==> src/rtl/ifeed_pkg.sv <==
// Shared types for the west-border input feeder.
package ifeed_pkg;

    typedef enum logic [1:0] {
        IDLE  = 2'd0,
        HOLD  = 2'd1,
        CLR   = 2'd2,
        DRAIN = 2'd3
    } state_t;

    // Per-row border stage at the default operand width. The top builds the
    // same {en, clr, data} layout at its own WIDTH so rows stay bit-compatible.
    localparam int STAGE_WIDTH = 8;

    typedef struct packed {
        logic                   en;
        logic                   clr;
        logic [STAGE_WIDTH-1:0] data;
    } stage_t;

    localparam stage_t ZERO_STAGE = '0;

endpackage

==> src/rtl/ifeed_border_skew_pipe.sv <==
// Depth-D delay line of one row stage {en, clr, data}; D must be >= 1.
module skew_pipe #(
    parameter int W = 10,
    parameter int D = 1
) (
    input  logic         clk,
    input  logic         rst,
    input  logic [W-1:0] din,
    output logic [W-1:0] dout,
    output logic         active
);

    logic [W-1:0] pipe [D];

    // Shift the stage one position per cycle; reset empties the whole line.
    always_ff @(posedge clk) begin
        if (rst) begin
            for (int k = 0; k < D; k++) begin
                pipe[k] <= '0;
            end
        end else begin
            pipe[0] <= din;
            for (int k = 1; k < D; k++) begin
                pipe[k] <= pipe[k-1];
            end
        end
    end

    assign dout = pipe[D-1];

    // Any position still carrying an enable or clear keeps the feeder busy.
    always_comb begin
        active = 1'b0;
        for (int k = 0; k < D; k++) begin
            active = active | pipe[k][W-1] | pipe[k][W-2];
        end
    end

endmodule

==> src/rtl/ifeed_border.sv <==
// West-border input feeder: holds each operand vector for L cycles, skews
// row r by r cycles, and ends a tile with a skewed clear wave.
//
// state | meaning
// IDLE  | no vector in flight, ready for a new one
// HOLD  | streaming captured vector; cnt counts remaining cycles
// CLR   | row 0 carries the clear pulse of the tile
// DRAIN | waiting ROWS-1 cycles for the clear wave to leave the skew
module ifeed_border
    import ifeed_pkg::*;
#(
    parameter int WIDTH    = 8,
    parameter int ROWS     = 4,
    parameter int LEN_BITS = 8
) (
    input  logic                  clk,
    input  logic                  rst,
    input  logic                  i_valid,
    output logic                  i_ready,
    input  logic [ROWS*WIDTH-1:0] i_data,
    input  logic [LEN_BITS-1:0]   i_len,
    input  logic                  i_last,
    output logic [ROWS*WIDTH-1:0] o_data,
    output logic [ROWS-1:0]       o_en,
    output logic [ROWS-1:0]       o_clr,
    output logic                  o_busy
);

    localparam int SW = WIDTH + 2;
    localparam logic [LEN_BITS-1:0] DRAIN_CNT =
        (ROWS > 1) ? LEN_BITS'(ROWS - 2) : '0;

    state_t                  state, state_n;
    logic [LEN_BITS-1:0]     cnt, cnt_n;
    logic                    last_q, last_n;
    // Launch registers feed every row; row r data travels with its own skew.
    logic                    launch_en, launch_en_n;
    logic                    launch_clr, launch_clr_n;
    logic [ROWS*WIDTH-1:0]   launch_data, launch_data_n;
    logic                    final_hold;
    logic                    hs;
    logic [ROWS-1:0]         pipe_active;

    assign final_hold = (state == HOLD) && (cnt == '0);
    assign i_ready    = !rst && ((state == IDLE) || final_hold);
    assign hs         = i_valid && i_ready;

    // State, counter, tile flag and launch stage registers.
    always_ff @(posedge clk) begin
        if (rst) begin
            state       <= IDLE;
            cnt         <= '0;
            last_q      <= 1'b0;
            launch_en   <= 1'b0;
            launch_clr  <= 1'b0;
            launch_data <= '0;
        end else begin
            state       <= state_n;
            cnt         <= cnt_n;
            last_q      <= last_n;
            launch_en   <= launch_en_n;
            launch_clr  <= launch_clr_n;
            launch_data <= launch_data_n;
        end
    end

    // Next state and the stage value that row 0 shows in that next state.
    always_comb begin
        state_n       = state;
        cnt_n         = cnt;
        last_n        = last_q;
        launch_en_n   = 1'b0;
        launch_clr_n  = 1'b0;
        launch_data_n = '0;
        case (state)
            IDLE: begin
                if (hs) begin
                    state_n       = HOLD;
                    cnt_n         = i_len;
                    last_n        = i_last;
                    launch_en_n   = 1'b1;
                    launch_data_n = i_data;
                end
            end
            HOLD: begin
                if (cnt != '0) begin
                    cnt_n         = cnt - LEN_BITS'(1);
                    launch_en_n   = 1'b1;
                    launch_data_n = launch_data;
                end else if (hs) begin
                    cnt_n         = i_len;
                    last_n        = i_last;
                    launch_en_n   = 1'b1;
                    launch_data_n = i_data;
                end else if (last_q) begin
                    state_n      = CLR;
                    launch_clr_n = 1'b1;
                end else begin
                    state_n = IDLE;
                end
            end
            CLR: begin
                if (ROWS == 1) begin
                    state_n = IDLE;
                end else begin
                    state_n = DRAIN;
                    cnt_n   = DRAIN_CNT;
                end
            end
            DRAIN: begin
                if (cnt == '0) begin
                    state_n = IDLE;
                end else begin
                    cnt_n = cnt - LEN_BITS'(1);
                end
            end
            default: begin
                state_n = IDLE;
            end
        endcase
    end

    for (genvar r = 0; r < ROWS; r++) begin : g_row
        logic [SW-1:0] row_in;
        logic [SW-1:0] row_out;

        assign row_in = {launch_en, launch_clr, launch_data[r*WIDTH +: WIDTH]};

        if (r == 0) begin : g_direct
            assign row_out        = row_in;
            assign pipe_active[r] = 1'b0;
        end else begin : g_skew
            skew_pipe #(
                .W (SW),
                .D (r)
            ) u_skew (
                .clk    (clk),
                .rst    (rst),
                .din    (row_in),
                .dout   (row_out),
                .active (pipe_active[r])
            );
        end

        assign o_en[r]                   = row_out[SW-1];
        assign o_clr[r]                  = row_out[SW-2];
        assign o_data[r*WIDTH +: WIDTH]  = row_out[WIDTH-1:0];
    end

    assign o_busy = (state != IDLE) || launch_en || launch_clr || (|pipe_active);

endmodule
==> config.mk <==
export PLATFORM = sky130hd
export DESIGN_NAME = ifeed_border
export DESIGN_NICKNAME = d
export VERILOG_FILES = /design/src/rtl/ifeed_pkg.sv /design/src/rtl/ifeed_border_skew_pipe.sv /design/src/rtl/ifeed_border.sv
export SDC_FILE = /design/constraint.sdc
export NUM_CORES = 1
export LEC_CHECK = 0
export ABC_AREA = 1
export BUFFER_PORTS_ARGS = -buffer_cell sky130_fd_sc_hd__clkbuf_2
export CORE_ASPECT_RATIO = 1.25
export CORE_MARGIN = 2
export CORE_UTILIZATION = 54
export DETAILED_ROUTE_END_ITERATION = 16
export PLACE_DENSITY = 0.76
export SLEW_MARGIN = 15
export SYNTH_ARGS = -nofsm -noshare
export SYNTH_HDL_FRONTEND = slang
export SYNTH_HIERARCHICAL = 1
export SYNTH_SLANG_ARGS = --single-unit
==> constraint.sdc <==
create_clock -name clk -period 1.95 [get_ports clk]
set_input_delay 0.195 -clock clk [delete_from_list [all_inputs] [get_ports clk]]
set_output_delay 0.195 -clock clk [all_outputs]
set_load 0.05 [all_outputs]
## Word-level counts from Yosys, hierarchy flattened

Memory sizes are Yosys's and may differ from the RTL's.
Cells that the tools add are included.
W data, S select, Z words.

| word-level totals | value |
|---|---|
| bits in registers | 45 |
| input port bits | 44 |
| word-level logic and storage cells | 81 |
| memories | 3 |
| output and inout bits | 42 |
| memory bits (writable) | 60 |

| operators by class | value |
|---|---|
| equal/unequal tests | 8 |
| reduce and logical (&&, ||, !) cells | 18 |
| multiplexer cells | 30 |
| bitwise logic cells | 15 |
| add/sub/neg operators | 1 |

Memory list:

| memory | words | bits a word | read ports | clocked after Yosys merged registers in | write ports | line | RTL |
|---|---|---|---|---|---|---|---|
| g_row[3].g_skew.u_skew.pipe | 3 | 10 | 3 | 0 | 3 | ifeed_border_skew_pipe.sv:13 | `logic [W-1:0] pipe [D];` |
| g_row[2].g_skew.u_skew.pipe | 2 | 10 | 2 | 0 | 2 | ifeed_border_skew_pipe.sv:13 |  |
| g_row[1].g_skew.u_skew.pipe | 1 | 10 | 1 | 0 | 1 | ifeed_border_skew_pipe.sv:13 |  |

Operators with widths:

| operator | number |
|---|---|
| $mux W32 | 2 |
| $pmux W32 S2 | 1 |
| $mux W10 | 6 |
| $pmux W8 S4 | 1 |
| $mux W8 | 3 |
| $or A1 B1 Y1 | 14 |
| $mux W2 | 5 |
| $ne A2 B2 Y1 const B | 5 |
| $reduce_or A10 Y1 | 1 |
| $mux W1 | 9 |
| $logic_not A8 Y1 | 1 |
| $pmux W2 S4 | 1 |
| $reduce_bool A8 Y1 | 1 |
| $sub A8 B1 Y8 const B | 1 |
| $eq A2 B2 Y1 const B | 2 |
| $logic_or A1 B1 Y1 | 4 |
| $pmux W1 S2 | 2 |
| $reduce_and A4 Y1 | 1 |
| $reduce_bool A2 Y1 | 2 |
| $reduce_or A4 Y1 | 1 |
| $logic_and A1 B1 Y1 | 3 |
| $reduce_or A3 Y1 | 1 |
| $eq A2 B1 Y1 const B | 1 |
| $logic_not A2 Y1 | 1 |
| other kinds (3) | 3 |

## Longest topological paths before layout

Gate-level depths: netlist of the first run.

| depth | value |
|---|---|
| depth in word-level cells | 8 |
| depth in mapped cells | 10 |

## By module

Netlist of the first run, hierarchy kept.

By module, submodules not included:

| module | instances | cells an instance | area an instance (um^2) | sequential area each (um^2) |
|---|---|---|---|---|
| ifeed_border | 1 | 287 | 2,072.0 | 900.9 |
| skew_pipe at g_row[3].g_skew.u_skew | 1 | 107 | 950.9 | 600.6 |
| skew_pipe at g_row[2].g_skew.u_skew | 1 | 75 | 659.4 | 400.4 |
| skew_pipe at g_row[1].g_skew.u_skew | 1 | 34 | 297.8 | 200.2 |

## Least setup slack after synthesis of the first run

OpenSTA, ideal clock, no wires.

| timing path | value |
|---|---|
| kind | register to output |
| start | reg cnt[0] |
| end | out i_ready |
| path slack | 31 ps |
| cell stages (with the launch flop) | 7 |
| required time | 1,755 ps |
| data arrival time | 1,724 ps |
| cells stage by stage | dfxtp_1 inv_1 ha_1 nand2_1 nor2_1 nor2_1 nor2_1 |

| on the way | value |
|---|---|
| longest elaborated chain between the ends | 4 |

Ends and longest elaborated chain:

| what | line | RTL |
|---|---|---|
| from (decl) | ifeed_border.sv:34 | `logic [LEN_BITS-1:0] cnt, cnt_n;` |
| from (signal assigned) | ifeed_border.sv:59 | `cnt <= cnt_n;` |
| $logic_not A8 Y1 | ifeed_border.sv:44 | `assign final_hold = (state == HOLD) && (cnt == '0);` |
| $logic_and A1 B1 Y1 | ifeed_border.sv:44 |  |
| $logic_or A1 B1 Y1 | ifeed_border.sv:45 | `assign i_ready = !rst && ((state == IDLE) \|\| final_hold);` |
| $logic_and A1 B1 Y1 | ifeed_border.sv:45 |  |
| to (decl) | ifeed_border.sv:19 | `output logic i_ready,` |

Every way passes these cells.

## Final worst setup path of the first run

| timing path | value |
|---|---|
| start | reg cnt[1] |
| end | out i_ready |

The elaborated chain is that of the path after synthesis.

==> results of run 1 <==
-- registers in the layout, summed over array words and instances, names as in the netlist, named ones only --
name                      cells
g_row.g_skew.u_skew/pipe     60
launch_data                  32
cnt                           8
last_q                        1
launch_clr                    1
launch_en                     1
state                         1
-- layout make-up --
cell class	count	area [µm²]	share of cell area, %
clock inverter	6	47.55	1.070
inverter	89	334.1	7.521
sequential	105	2102	47.32
multi-input combinational	258	1196	26.93
timing repair buffer	93	509.2	11.46
tap	92	115.1	2.592
clock buffer	10	137.6	3.099
-- power breakdown --
| part | internal (mW) | switching (mW) |
|---|---|---|
| sequential | 2.22 | 0.0471 |
| combinational | 0.226 | 0.491 |
| clock | 0.514 | 0.730 |
-- placed cells by master (no fill, tap or decap), types with 2 or more instances in the layout --
master      n
nor2_1     82
dfxtp_1   105
clkbuf_8   11
inv_1      86
nor2_2      2
clkbuf_2   83
inv_2       3
nand4_1     7
nand2_2     2
inv_6       3
nor2_4      2
xor2_1      4
nand3_1    44
buf_4       8
a21oi_1    43
o21ai_0     3
nand2_1    62
-- how the worst max path moves through the flow --
stage | start | to | slack, ns | cells after the start
floorplan | cnt[0]$_SDFFE_PP0P_ | i_ready | 0.03 | 6
global placement | cnt[0]$_SDFFE_PP0P_ | cnt[2]$_SDFFE_PP0P_ | 0.22 | 9
detailed placement | cnt[0]$_SDFFE_PP0P_ | cnt[3]$_SDFFE_PP0P_ | 0.15 | 9
CTS | cnt[0]$_SDFFE_PP0P_ | i_ready | 0.02 | 7
global route | cnt[1]$_SDFFE_PP0P_ | i_ready | 0.002 | 7
finish | cnt[1]$_SDFFE_PP0P_ | i_ready | 0.11 | 7
-- stage by stage --
step | utilization (%) | setup WS (ns) | total power, mW | hold slack [ns] | area (µm²)
2_1_floorplan | - | 0.03144 | 2.833 | 0.3377 | 3980
3_3_place_gp | 58.09 | 0.2194 | 2.988 | 0.3895 | 4223
3_5_place_dp | 58.09 | 0.1531 | 2.996 | 0.3928 | 4223
4_1_cts | 60.93 | 0.02010 | 4.245 | 0.04356 | 4429
5_1_grt | 61.10 | 0.001713 | 4.435 | 0.04031 | 4442
6_report | 61.10 | 0.1051 | 4.228 | 0.05583 | 4442
-- critical path, stage by stage, from the launching register on --
cell      delay, ns
dfxtp_1        0.31
inv_1          0.14
ha_4           0.18
nand2_2        0.09
nor2_4         0.16
nor2_2         0.09
nor2_1         0.13
clkbuf_8       0.20
-- cell families after synthesis --
logic type | count (synthesis) | synth area share [%]
DFF | 105 | 52.81
xor gates and xnor gates | 4 | 0.8801
AOI/OAI and AO/OA | 49 | 6.602
and+or+nand+nor | 204 | 21.63
adders and majority gates | 1 | 0.3143
buffers and inverters | 140 | 17.76
-- layer usage --
metal	track usage, %	up-vias	share of wire (%)
met5	0	-	0
met4	8.344	0	2.4
met3	3.507	13	4.1
met2	30.26	74	49
met1	21.67	1340	44
li1	-	1602	-
-- repair_timing --
action	4_1_cts	5_1_grt
hold buffers	0	0
gates resized for setup	6	3
endpoints found under the setup margin	1	1
cloned	0	0
==> impl_metrics.env, run 1 <==
export IMPL_status="finished, final reports clean"
export IMPL_final_cell_count_no_fill=653
export IMPL_hold_depth=3
export IMPL_gp_congestion=0.9265
export IMPL_yosysMostFrequentCell="dfxtp_1"
export IMPL_die_h_um=99.99
export IMPL_synth_edf_count=0
export IMPL_worstReg2RegEnd="launch_data[2]$_SDFFE_PP0P_"
export IMPL_cts_sinks=105
export IMPL_routed_wirelength_mm=7.058
export IMPL_p_leak_nw=1.978
export IMPL_gr_total_overflow=0
export IMPL_async_flop_share_pct=0
export IMPL_synth_warnings=6
export IMPL_cp_required_ns=1.75
export IMPL_reg2reg_slack_ns=0.32
export IMPL_drv_cap=0
export IMPL_syn_area_per_cell_um2=7.913
export IMPL_ys_flop_type="dfxtp_1"
export IMPL_htree_levels=3
export IMPL_num_fill_cells=708
export IMPL_syn_nets=548
export IMPL_grt_use_total_pct=17.86
export IMPL_setup_viol=0
export IMPL_drtIter0Drc=120
export IMPL_die_area_mm2=0.008077
export IMPL_grt_pass1_vias=2668
export IMPL_cts_max_path_buffers=2
export IMPL_cts_inserted_buffers=9
export IMPL_synth_area_leaders="dfxtp_1 (53%), inv_1 (8.2%), nor2_1 (7.9%), nand2_1 (5.9%), buf_4 (5.7%)"
export IMPL_drtPass1Iterations=4
export IMPL_die_w_um=80.79
export IMPL_crit_arrival_ns=1.65
export IMPL_rsz0062_at_grt="no"
export IMPL_finalClockSkew_ns=0.009811
export IMPL_rr_worst_depth=9
export IMPL_slew_headroom_pct=51.23
export IMPL_hold_viol=0
export IMPL_synth_top_area_share_pct=52.81
export IMPL_syn_instance_count=503
export IMPL_dp_cells=637
export IMPL_whs_endpoint="launch_data[21]$_SDFFE_PP0P_"
export IMPL_core_area_mm2=0.007269
export IMPL_diodes=0
export IMPL_period_share_pct=94.61
export IMPL_ys_seq_area_share_pct=52.81
export IMPL_vias_per_cell=4.639
export IMPL_crit_fanout=4
export IMPL_via_count=3029
export IMPL_antenna_found_initial=0
export IMPL_synth_distinct_cells=25
export IMPL_cp_start_kind="flop"
export IMPL_synthTopCellsByCount="dfxtp_1 (105), inv_1 (87), nor2_1 (84)"
export IMPL_setup_worst_path_end_class="primary output"
export IMPL_ir_worst_vdd_mv=0.4493
export IMPL_drc=0
export IMPL_wire_per_inst_um=10.81
export IMPL_postCtsSetupRepairBufs=0
export IMPL_clkSlewWorstSetupHoldPaths_ns=0.10
export IMPL_final_nets=601
export IMPL_fin_tns_setup_ns=0
export IMPL_clk_latency_ns=0.35
export IMPL_min_path_type="input pin to flop"
export IMPL_crit_type="flop to primary output"
export IMPL_initial_core_util_pct=54.75
export IMPL_syn2layout_area_growth_pct=11.60
export IMPL_cts_tree="yes"
export IMPL_synth_seq_cells=105
export IMPL_ios=86
export IMPL_yosys_area_top_type="dfxtp_1"
export IMPL_powerDensity_mw_per_mm2=952.0
export IMPL_slew_violations=0
export IMPL_tightest_slew_ns=0.7316
export IMPL_clock_fmax_mhz=542.0
export IMPL_layout_min_cycle_time_ns=1.845
export IMPL_ctsRootBufferMaster="clkbuf_8"
export IMPL_postRouteAntennaNets=0
export IMPL_hp_start="i_data[21]"
export IMPL_hpwl_mm=4.978
export IMPL_row_count=35
export IMPL_reg2reg_from="cnt[1]$_SDFFE_PP0P_"
export IMPL_synthesis_area_mm2=0.003980
export IMPL_grt_pass1_wl_mm=11.39
export IMPL_drive_gt1_share_pct=21.57
export IMPL_grt_max_degree=79
export IMPL_io_buffers=85
(Power assumes the default switching activity.)
==> run 2: changes to the inputs <==
--- a/config.mk
+++ b/config.mk
@@ -7,9 +7,11 @@
 export LEC_CHECK = 0
 export ABC_AREA = 1
 export BUFFER_PORTS_ARGS = -buffer_cell sky130_fd_sc_hd__clkbuf_2
+export CELL_PAD_IN_SITES_DETAIL_PLACEMENT = 2
+export CELL_PAD_IN_SITES_GLOBAL_PLACEMENT = 2
 export CORE_ASPECT_RATIO = 1.25
 export CORE_MARGIN = 2
-export CORE_UTILIZATION = 54
+export CORE_UTILIZATION = 31
 export DETAILED_ROUTE_END_ITERATION = 16
 export PLACE_DENSITY = 0.76
 export SLEW_MARGIN = 15
==> impl_metrics.env, run 2 (synthesis results as in run 1) <==
export IMPL_antenna_found_initial=0
export IMPL_setup_viol=0
export IMPL_die_h_um=130.7
export IMPL_status="finished, final reports clean"
export IMPL_vias_per_cell=4.426
export IMPL_ir_worst_vdd_mv=0.4986
export IMPL_die_w_um=105.3
export IMPL_p_leak_nw=2.033
export IMPL_num_fill_cells=1465
export IMPL_period_share_pct=93.23
export IMPL_ctsRootBufferMaster="clkbuf_16"
export IMPL_cts_sinks=105
export IMPL_final_nets=602
export IMPL_path_buf_inv=2
export IMPL_crit_fanout=4
export IMPL_cts_tree="yes"
export IMPL_powerDensity_mw_per_mm2=1028
export IMPL_cpLargestDelayFamily="simple AND/OR/NAND/NOR gates"
export IMPL_initial_core_util_pct=31.58
export IMPL_cp_start_kind="flop"
export IMPL_grt_pass1_vias=3479
export IMPL_die_area_mm2=0.01377
export IMPL_routed_wirelength_mm=9.981
export IMPL_final_common_cell="dfxtp_1"
export IMPL_drc=0
export IMPL_diodes=0
export IMPL_dp_slack_ns=0.08834
export IMPL_clock_fmax_mhz=550.1
export IMPL_hold_viol=0
export IMPL_rsz0062_at_grt="no"
export IMPL_fin_tns_setup_ns=0
export IMPL_core_area_mm2=0.01260
export IMPL_tightest_slew_ns=0.7984
export IMPL_gr_total_overflow=0
export IMPL_io_buffers=85
export IMPL_htree_levels=3
export IMPL_postRouteAntennaNets=0
export IMPL_crit_top_cell="nor2_4"
export IMPL_hpwl_mm=7.214
export IMPL_grt_pass1_wl_mm=16.68
export IMPL_cts_inserted_buffers=9
export IMPL_largest_reg_flops=60
export IMPL_setup_worst_path_end_class="primary output"
export IMPL_clkSlewWorstSetupHoldPaths_ns=0.07
export IMPL_grt_max_degree=81
export IMPL_crit_type="flop to primary output"
export IMPL_via_count=3231
export IMPL_row_count=46
export IMPL_layout_min_cycle_time_ns=1.818
export IMPL_ios=86
export IMPL_cts_max_path_buffers=2
export IMPL_drtPass1Iterations=4
export IMPL_power_mw=4.795
export IMPL_drive_gt1_share_pct=21.89
export IMPL_drtIter0Drc=106
export IMPL_worstPathCellList="inv_1, ha_2, nand2_2, nor2_4, nor2_4, nor2_1, clkbuf_8"
export IMPL_setup_slack_ns=0.1320
export IMPL_finalClockSkew_ns=0.009028
export IMPL_clk_latency_ns=0.34
export IMPL_drv_cap=0
export IMPL_grt_use_total_pct=15.26
export IMPL_crit_arrival_ns=1.62
export IMPL_largest_register="g_row.g_skew.u_skew/pipe"
export IMPL_gp_congestion=0.8038
export IMPL_slew_violations=0
export IMPL_syn2layout_area_growth_pct=17.16
export IMPL_cp_required_ns=1.75
export IMPL_cp_slowest_cell="dfxtp_1"
export IMPL_slew_headroom_pct=46.77
export IMPL_hold_buffers=0
export IMPL_final_cell_mix="dfxtp_1 (105), inv_1 (87), clkbuf_2 (83), nor2_1 (82), nand2_1 (61)"
export IMPL_max_stage_delay_ns=0.32
export IMPL_wire_per_inst_um=13.67
export IMPL_min_path_type="input pin to flop"
export IMPL_top_regs="g_row.g_skew.u_skew/pipe x60, launch_data x32, cnt x8"
## run 2: cell count changes in the layout (fill, tap and decap cells not counted), sizes merged
cell | before | now
clkinv | 2 | 3
inv | 92 | 91
buf | 9 | 10
## run 2: metrics by stage
step           util [%]  cells  hold WS [ns]  cell area (µm²)
3_5_place_dp      34.36    713        0.3972             4330
6_report          37.00    730       0.07603             4663
4_1_cts           36.90    730       0.07184             4651
3_3_place_gp      34.36    713        0.3897             4330
5_1_grt           37.00    730       0.08018             4663
2_1_floorplan         -    503        0.3377             3980
## run 2: path summary, 6_finish.rpt
kind / startpoint / endpoint / slack, ns / depth (start not counted)
hold reg to reg: g_row[3].g_skew.u_skew/pipe[0][16]$_SDFF_PP0_ / g_row[3].g_skew.u_skew/pipe[0][26]$_SDFF_PP0_ / 0.40 / 2
setup / recovery: cnt[0]$_SDFFE_PP0P_ / i_ready / 0.13 / 7
hold / removal: i_data[5] / launch_data[5]$_SDFFE_PP0P_ / 0.08 / 3
setup reg to reg: cnt[0]$_SDFFE_PP0P_ / launch_data[19]$_SDFFE_PP0P_ / 0.20 / 9
## run 2: where the power goes
group / internal (mW) / leakage, nW / switching (mW) / total (mW)
registers: 2.22 / 0.852 / 0.0500 / 2.27
clock network: 0.917 / 0.141 / 0.826 / 1.74
logic: 0.244 / 1.04 / 0.537 / 0.781
total: 3.38 / 2.03 / 1.41 / 4.80
## run 2: cell type report
type | count | area, µm² | share of cell area (%)
multi-input combinational | 258 | 1199 | 25.70
timing repair buffer | 94 | 529.3 | 11.35
clock inverter | 6 | 50.05 | 1.073
tap | 168 | 210.2 | 4.508
sequential | 105 | 2102 | 45.08
clock buffer | 10 | 239.0 | 5.125
inverter | 89 | 334.1 | 7.164
## run 2: repair_timing
action                                  CTS  global route
pin swaps                                 1             0
endpoints found under the setup margin    1            28
cloned                                    0             0
gates resized for setup                   6             4
setup buffers                             1             0
## run 2: tightest hold or removal path: stages
cell	delay (ns)
clkbuf_2	0.08
nand2_1	0.05
a21oi_1	0.05
## run 2: layer usage
layer | wire (µm) | GRT usage [%]
met1 | 4042 | 17.10
met4 | 256 | 6.275
met5 | 0 | 0
met3 | 339 | 3.224
met2 | 5341 | 28.16
==> run 3: changes to the inputs <==
--- a/config.mk
+++ b/config.mk
@@ -5,15 +5,14 @@
 export SDC_FILE = /design/constraint.sdc
 export NUM_CORES = 1
 export LEC_CHECK = 0
-export ABC_AREA = 1
 export BUFFER_PORTS_ARGS = -buffer_cell sky130_fd_sc_hd__clkbuf_2
 export CELL_PAD_IN_SITES_DETAIL_PLACEMENT = 2
 export CELL_PAD_IN_SITES_GLOBAL_PLACEMENT = 2
 export CORE_ASPECT_RATIO = 1.25
 export CORE_MARGIN = 2
-export CORE_UTILIZATION = 31
+export CORE_UTILIZATION = 33
 export DETAILED_ROUTE_END_ITERATION = 16
-export PLACE_DENSITY = 0.76
+export PLACE_DENSITY = 0.75
 export SLEW_MARGIN = 15
 export SYNTH_ARGS = -nofsm -noshare
 export SYNTH_HDL_FRONTEND = slang
==> impl_metrics.env, run 3 <==
export IMPL_drive_gt1_share_pct=40.31
export IMPL_rr_worst_depth=9
export IMPL_crit_fanout=2
export IMPL_synthTopCellsByCount="dfxtp_1 (105), nor2b_1 (59), nor2_1 (42)"
export IMPL_hold_depth=3
export IMPL_setup_slack_ns=-0.08771
export IMPL_whs_endpoint="launch_data[5]$_SDFFE_PP0P_"
export IMPL_num_fill_cells=1255
export IMPL_grt_pass1_wl_mm=15.02
export IMPL_yosysMostFrequentCell="dfxtp_1"
export IMPL_seqCellArea_mm2=0.002105
export IMPL_gp_congestion=0.8219
export IMPL_synth_warnings=6
export IMPL_hold_buffers=0
export IMPL_hold_viol=0
export IMPL_clk_latency_ns=0.34
export IMPL_via_count=2850
export IMPL_synth_mux_area_share_pct=1.078
export IMPL_gr_total_overflow=0
export IMPL_crit_type="flop to primary output"
export IMPL_reg2reg_slack_ns=-0.08
export IMPL_synth_top_family_by_area="simple AND/OR/NAND/NOR gates"
export IMPL_clkSlewWorstSetupHoldPaths_ns=0.07
export IMPL_vias_per_cell=4.814
export IMPL_grt_max_degree=97
export IMPL_rsz0062_at_grt="yes"
export IMPL_synth_area_leaders="dfxtp_1 (55%), nor2b_1 (9.6%), buf_4 (6.1%), a22oi_1 (5.1%), nor2_1 (4.1%)"
export IMPL_syn_instance_count=368
export IMPL_synthAdderAreaFrac_pct=0.3267
export IMPL_postRouteAntennaNets=0
export IMPL_top_regs="g_row.g_skew.u_skew/pipe x60, launch_data x32, cnt x8"
export IMPL_synth_distinct_cells=48
export IMPL_clock_fmax_mhz=490.7
export IMPL_diodes=0
export IMPL_synth_edf_count=0
export IMPL_crit_arrival_ns=1.84
export IMPL_initial_core_util_pct=33.45
export IMPL_die_w_um=100.4
export IMPL_hp_start="i_data[5]"
export IMPL_die_h_um=124.4
export IMPL_largest_reg_flops=60
export IMPL_final_nets=494
export IMPL_reg2reg_from="cnt[0]$_SDFFE_PP0P_"
export IMPL_drc=0
export IMPL_ctsRootBufferMaster="clkbuf_16"
export IMPL_ios=86
export IMPL_routed_wirelength_mm=9.669
export IMPL_setup_viol=34
export IMPL_cp_required_ns=1.75
export IMPL_syn_area_per_cell_um2=10.41
export IMPL_core_area_mm2=0.01145
export IMPL_async_flop_share_pct=0
export IMPL_yosys_area_top_type="dfxtp_1"
export IMPL_cts_max_path_buffers=2
export IMPL_slew_violations=0
export IMPL_ys_flop_type="dfxtp_1"
export IMPL_cts_inserted_buffers=9
export IMPL_largest_register="g_row.g_skew.u_skew/pipe"
export IMPL_synth_xor_area_share_pct=0
export IMPL_cp_start_kind="flop"
export IMPL_setup_worst_path_end_class="primary output"
export IMPL_finalClockSkew_ns=0.006741
export IMPL_period_share_pct=104.5
export IMPL_status="finished, violations left"
export IMPL_htree_levels=3
export IMPL_drtPass1Iterations=4
export IMPL_synth_compound_area_share_pct=13.43
export IMPL_grt_pass1_vias=3018
export IMPL_fin_util_pct=42.08
export IMPL_synth_top_area_share_pct=54.88
export IMPL_synth_seq_cells=105
export IMPL_cts_sinks=105
export IMPL_antenna_found_initial=0
export IMPL_io_buffers=85
export IMPL_layout_min_cycle_time_ns=2.038
export IMPL_synthesis_area_mm2=0.003830
export IMPL_drtIter0Drc=85
export IMPL_slew_headroom_pct=37.18
export IMPL_final_common_cell="dfxtp_1"
export IMPL_violations="setup timing"
export IMPL_synth_simple_area_share_pct=20.65
export IMPL_powerDensity_mw_per_mm2=1057
export IMPL_syn2layout_area_growth_pct=25.81
export IMPL_ir_worst_vdd_mv=0.4175
export IMPL_tightest_slew_ns=0.9423
export IMPL_row_count=44
export IMPL_syn_nets=413
export IMPL_final_cell_mix="dfxtp_1 (103), clkbuf_2 (82), nor2b_1 (59), nor2_1 (41), buf_4 (30)"
export IMPL_holdWs_ns=0.09307
export IMPL_grt_use_total_pct=15.45
export IMPL_worstReg2RegEnd="launch_data[21]$_SDFFE_PP0P_"
export IMPL_drv_cap=0
export IMPL_ys_seq_area_share_pct=54.88
export IMPL_cts_tree="yes"
export IMPL_die_area_mm2=0.01249
export IMPL_hpwl_mm=6.571
export IMPL_p_leak_nw=2.021
export IMPL_multi_input_area_mm2=0.001508
export IMPL_min_path_type="input pin to flop"
export IMPL_wire_per_inst_um=16.33
## run 3: area by class of cell
cell class / count / area share (%)
sequential: 105 / 43.68
tap: 138 / 3.583
clock inverter: 5 / 1.324
multi-input combinational: 210 / 31.29
inverter: 7 / 0.6232
clock buffer: 11 / 4.830
timing repair buffer: 116 / 14.67
## run 3: how the worst max path moves through the flow
stage                   startpoint                      endpoint
6_report       cnt[0]$_SDFFE_PP0P_                       i_ready
5_1_grt        cnt[0]$_SDFFE_PP0P_  launch_data[18]$_SDFFE_PP0P_
2_1_floorplan  cnt[0]$_SDFFE_PP0P_                       i_ready
3_5_place_dp   cnt[0]$_SDFFE_PP0P_   launch_data[7]$_SDFFE_PP0P_
3_3_place_gp   cnt[0]$_SDFFE_PP0P_   launch_data[3]$_SDFFE_PP0P_
4_1_cts        cnt[1]$_SDFFE_PP0P_                       i_ready
## run 3: timing repair
action / CTS / global route
buffers inserted: 5 / 8
gates resized for setup: 24 / 12
pin swaps: 35 / 6
endpoints found under the setup margin: 34 / 39
cloned: 1 / 0
## run 3: layer usage
metal,up-vias,wire length (µm),global-route usage [%]
met5,-,0,0
li1,1384,-,-
met2,61,5377,28.90
met1,1395,3802,16.78
met3,10,333,3.143
met4,0,155,5.560
## run 3: per-stage QoR
step	instance area [µm²]	setup WS (ns)	setup TNS [ns]	instances	total power, mW
finish	4818	-0.08771	-1.540	592	5.092
detailed placement	4259	-0.1383	-2.434	562	3.153
global placement	4259	-0.004627	-0.01165	562	3.114
floorplan	3834	0.02915	0	368	2.880
CTS	4716	-0.1138	-1.459	584	5.060
global route	4818	-0.1684	-4.934	592	5.326
## run 3: report_power, final
group	internal, mW	switching [mW]
Sequential	2.23	0.0663
Clock	1.01	0.793
Combinational	0.431	0.565
## run 3: critical path, cell delays in order (launching register included)
cell        delay [ns]
dfxtp_2           0.33
inv_2             0.08
ha_4              0.14
or4b_4            0.48
o21ai_4           0.18
nand2_4           0.08
clkinvlp_4        0.09
buf_12            0.13
## run 3: kinds of logic after synthesis
family | Yosys count
fa+ha+maj | 1
buf+inv | 54
mux | 4
flops | 105
simple gates | 139
compound gates | 65
